$ cat src/rtl/mem_resp_buf.sv
// Response FIFO between pipelined main memory and the cache-side consumers.
// Holds line responses with their IDs, retires on ack, warns memory early via o_mem_full.
module mem_resp_buf #(
    parameter int LINE_BYTES  = 16,
    parameter int ID_WIDTH    = 4,
    parameter int DEPTH       = 4,
    parameter int FULL_MARGIN = 1
) (
    input  logic                          clk,
    input  logic                          rst,
    input  logic                          i_mem_enable,
    input  logic [LINE_BYTES*8-1:0]       i_mem_data,
    input  logic [ID_WIDTH-1:0]           i_mem_id,
    output logic                          o_mem_full,
    input  logic                          i_flush,
    output logic                          o_resp_enable,
    output logic [LINE_BYTES*8-1:0]       o_resp_data,
    output logic [ID_WIDTH-1:0]           o_resp_id,
    input  logic                          i_resp_ack,
    output logic [$clog2(DEPTH):0]        o_count,
    output logic                          o_overflow
);
    localparam int DW = LINE_BYTES * 8;
    localparam int PW = $clog2(DEPTH);
    localparam int CW = PW + 1;

    logic [DW-1:0]       r_data [DEPTH];
    logic [ID_WIDTH-1:0] r_id   [DEPTH];
    logic [PW-1:0]       r_rd_ptr;
    logic [PW-1:0]       r_wr_ptr;
    logic [CW-1:0]       r_count;
    logic                r_overflow;

    logic w_pop;
    logic w_push;
    logic w_at_depth;
    logic w_drop;

    assign w_at_depth = (r_count == CW'(DEPTH));
    assign w_pop      = i_resp_ack && (r_count != '0);
    // A pop in the same edge frees the slot, so a push at full is still accepted.
    assign w_push     = i_mem_enable && (!w_at_depth || w_pop);
    assign w_drop     = i_mem_enable && w_at_depth && !w_pop;

    // Storage has no reset; only the pointers and count define what is valid.
    always_ff @(posedge clk) begin
        if (w_push && !i_flush) begin
            r_data[r_wr_ptr] <= i_mem_data;
            r_id[r_wr_ptr]   <= i_mem_id;
        end
    end

    always_ff @(posedge clk or negedge rst) begin
        if (!rst) begin
            r_rd_ptr   <= '0;
            r_wr_ptr   <= '0;
            r_count    <= '0;
            r_overflow <= 1'b0;
        end else if (i_flush) begin
            r_rd_ptr <= '0;
            r_wr_ptr <= '0;
            r_count  <= '0;
        end else begin
            if (w_push) begin
                r_wr_ptr <= r_wr_ptr + PW'(1);
            end
            if (w_pop) begin
                r_rd_ptr <= r_rd_ptr + PW'(1);
            end
            if (w_push && !w_pop) begin
                r_count <= r_count + CW'(1);
            end else if (w_pop && !w_push) begin
                r_count <= r_count - CW'(1);
            end
            if (w_drop) begin
                r_overflow <= 1'b1;
            end
        end
    end

    assign o_resp_enable = (r_count != '0);
    assign o_resp_data   = o_resp_enable ? r_data[r_rd_ptr] : '0;
    assign o_resp_id     = o_resp_enable ? r_id[r_rd_ptr] : '0;
    assign o_count       = r_count;
    assign o_overflow    = r_overflow;
    assign o_mem_full    = (r_count >= CW'(DEPTH - FULL_MARGIN));

endmodule

$ cat config.mk
export PLATFORM = sky130hd
export DESIGN_NAME = mem_resp_buf
export DESIGN_NICKNAME = d
export VERILOG_FILES = /design/src/rtl/mem_resp_buf.sv
export SDC_FILE = /design/constraint.sdc
export NUM_CORES = 1
export LEC_CHECK = 0
export CORE_MARGIN = 2
export CORE_UTILIZATION = 45
export DETAILED_ROUTE_END_ITERATION = 12
export GPL_TIMING_DRIVEN = 0
export MAX_ROUTING_LAYER = met4
export PLACE_DENSITY_LB_ADDON = 0.12
export SYNTH_ARGS = -nofsm -noshare
export SYNTH_HDL_FRONTEND = slang
export SYNTH_SLANG_ARGS = --single-unit
export TNS_END_PERCENT = 10
$ cat constraint.sdc
create_clock -name clk -period 6.1 [get_ports clk]
set_input_delay 1.22 -clock clk [delete_from_list [all_inputs] [get_ports clk]]
set_output_delay 1.22 -clock clk [all_outputs]
set_load 0.005 [all_outputs]
==> impl_metrics.csv <==
group,metric,value,unit
clock_network,cts_hold_buf,0,
logic_synthesis,ys_seq_area_share,78.3,%
setup_path,cp-end-kind,"output port",
timing,final.setup.worst_slack,1.99,ns
route,firstDrtPassIters,4,
finish,instances_no_fill,1875,
clock_network,htree_levels,2,
route,vias,9744,
timing,finalMaxSlewViolations,0,
run_status,status,"completed",
global_route,antenna_found_initial,5,
setup_path,cp.required,4.88,ns
floorplanning,ios,275,
clock_network,clock_latency,0.60,ns
clock_network,cts_max_path_buffers,3,
logic_synthesis,synth-xor-area-share,0.128,%
power,total_power,10700,uW
route,via_per_inst,5.20,
logic_synthesis,avgSynthCellArea,22.7,um2
logic_synthesis,ys.flop_type,"edfxtp_1",
power,power_density,415,mW/mm2
logic_synthesis,synth_compound_area_share,0.433,%
logic_synthesis,async_reset_ff_share,1.49,%
route,drt-total-wl,42.2,mm
power,clkPwrFrac,28.5,%
placed_design,hpwl,25.7,mm
logic_synthesis,synth_cells,903,
timing,fin_crit_sh,67.5,%
clock_network,root_buffer,"clkbuf_16",
finish,final_cell_mix,"edfxtp_1, clkdlybuf4s50_1, mux4_2, and2_1, clkbuf_16",
timing,finalHoldViolCount,0,
power,p_int,7930,uW
setup_path,start_kind,"register",
setup_path,path_cells,"buf_2, or3_1, buf_2, buf_6, clkbuf_1, and2_1, clkdlybuf4s50_1",
finish,nets,1381,
floorplanning,rows,78,
setup_path,critPathKind,"register to output port",
power,p_leak,0.00820,uW
finish,drive_gt1_share,19.5,%
logic_synthesis,yosys.area_share.adder,0.342,%
timing,setup_viol,0,
logic_synthesis,yosys_register_bits,536,
clock_network,cts_sinks,536,
route,wl_per_cell,22.5,um
placed_design,place_inst,1783,
floorplanning,die_area,0.0473,mm2
global_route,grt_pass1_vias,10300,
clock_network,post-cts-setup-buffers,0,
logic_synthesis,synth_fp_nets,1045,
timing,period_needed,4.11,ns
clock_network,cts_tree,"done",
clock_network,ctsResizeCount,0,
placed_design,gp_congestion,0.731,
global_route,grt_max_degree,54,
logic_synthesis,synth_mux_area_share,14.6,%
placed_design,dp_slack,2.29,ns
placed_design,io_buffer_count,272,
logic_synthesis,yosys.area_share.simple,4.65,%
floorplanning,die-height,217,um
timing,fmax,243,MHz
route,drtIter0Drc,595,
logic_synthesis,synth_top_family_by_area,"multiplexers",
global_route,overflow,0,
power,sw_frac_of_total,26.1,%
placed_design,place_area,0.0242,mm2
power,p_sw,2790,uW
flow_run,max-cap-violations,0,
hold_path,hp-class,"register to register",
logic_synthesis,ys.warnings.count,0,
finish,final_area,0.0258,mm2
finish,num-fill-cells,3413,
finish,areaGrowthSynthToFinish,25.9,%
setup_path,arrival,2.89,ns
clock_network,cts_buffers,54,
logic_synthesis,synth-edff-count,528,
setup_path,cp_max_fo,10,
power,vdd_drop_max,0.284,mV
floorplanning,fp.dieW,217,um
power,p_comb_share,32.1,%
global_route,grt_first_pass_wirelength,63.4,mm
timing,slew_headroom,43.5,%
logic_synthesis,netlist_area,0.0205,mm2
route,route.detailed.drc,0,
timing,fin_skew,0.0181,ns
logic_synthesis,yosys.cell_types.count,34,
setup_path,crit_top_cell,"buf_2",
timing,grt_setup_unrepaired,"false",
finish,final_common_cell,"edfxtp_1",
global_route,track_usage,18.6,%
timing,worst_slew_pin_slew,0.847,ns
floorplanning,coreArea,0.0452,mm2
finish,utilization,57.1,%
setup_path,crit_slowest_cell,"clkdlybuf4s50_1",
floorplanning,initial_core_util,45.4,%
clock_network,clk_pin_slew,0.06,ns
setup_path,slowest_delay,0.51,ns
route,drtAntennaViolNets,0,
power,power_frac_seq,39.4,%
per-stage QoR:
step	hold WS, ns	TNS [ns]
finish	0.480	0
global route	0.522	0
CTS	0.484	0
detailed placement	0.470	0
global placement	0.469	-1139.23
floorplan	0.460	0
worst paths after layout:
kind	to	startpoint	slack, ns	depth (start not counted)
min in group asynchronous	o_count[1]	rst	0.90	1
setup reg to reg	r_data[0][90]	o_count[2]	3.33	6
hold / removal	o_overflow	o_overflow	0.48	2
max in group asynchronous	r_rd_ptr[0]	rst	4.92	1
hold reg to reg	o_overflow	o_overflow	0.48	2
setup / recovery	o_resp_data[100]	o_count[2]	1.99	7
sequential cells by signal, indices dropped and copies added (netlist names):
name / flops
r_data: 512
o_overflow: 1
r_id: 16
r_wr_ptr: 2
r_rd_ptr: 2
o_count: 3
cell usage after synthesis (2+ instances only):
cell / n / share of area [%]
edfxtp_1: 528 / 77
and2_1: 136 / 4.1
mux4_2: 132 / 14
buf_2: 20 / 0.49
clkbuf_1: 18 / 0.33
buf_6: 10 / 0.55
nor2_1: 9 / 0.16
dfrtp_1: 8 / 0.98
inv_1: 6 / 0.11
ha_1: 4 / 0.24
clkbuf_2: 3 / 0.073
a21oi_1: 2 / 0.049
mux2_2: 2 / 0.11
nand3_1: 2 / 0.049
o21ai_0: 2 / 0.049
o31ai_1: 2 / 0.073
xor2_1: 2 / 0.085
power groups by stage:
| stage | Clock [uW] | Combinational (uW) | Sequential, uW |
|---|---|---|---|
| 2_1_floorplan | 0 | 1680 | 4320 |
| 3_3_place_gp | 0 | 3510 | 4340 |
| 3_5_place_dp | 0 | 3530 | 4310 |
| 4_1_cts | 3140 | 3560 | 4230 |
| 5_1_grt | 3280 | 3740 | 4240 |
| 6_report | 3060 | 3440 | 4230 |
layout make-up:
cell class	instances	area, um2	area share (%)
Antenna cell	5	12.5	0.0485
Tap cell	600	751	2.91
Clock buffer	65	1390	5.39
Sequential cell	536	16100	62.2
Inverter	6	22.5	0.0872
Multi-Input combinational cell	310	4140	16.0
Buffer	51	295	1.14
Clock inverter	22	206	0.799
Timing Repair Buffer	280	2940	11.4
cell families (layout without fill, tap and decap cells):
group	Yosys count	after routing
muxes	134	134
and+or+nand+nor	155	155
AOI/OAI and AO/OA	13	13
DFF	536	536
xor gates and xnor gates	3	3
adders and majority gates	5	5
other	0	5
buffers and inverters	57	424
per-layer routing:
layer  vias to the layer above  global-route usage, %  wire, um
li1                       4362                      -         -
met1                      5102                   23.9     17700
met2                       219                   29.6     20900
met3                        61                   5.33      2750
met4                         0                   4.66       758
met5                         -                      -         0
worst max-delay path, delay by kind of cell (launching register included):
kind          cells  cell delay [ns]
buf+inv           5             1.61
flops             1             0.34
simple gates      2             0.34
Power figures use the tool's default switching activity.
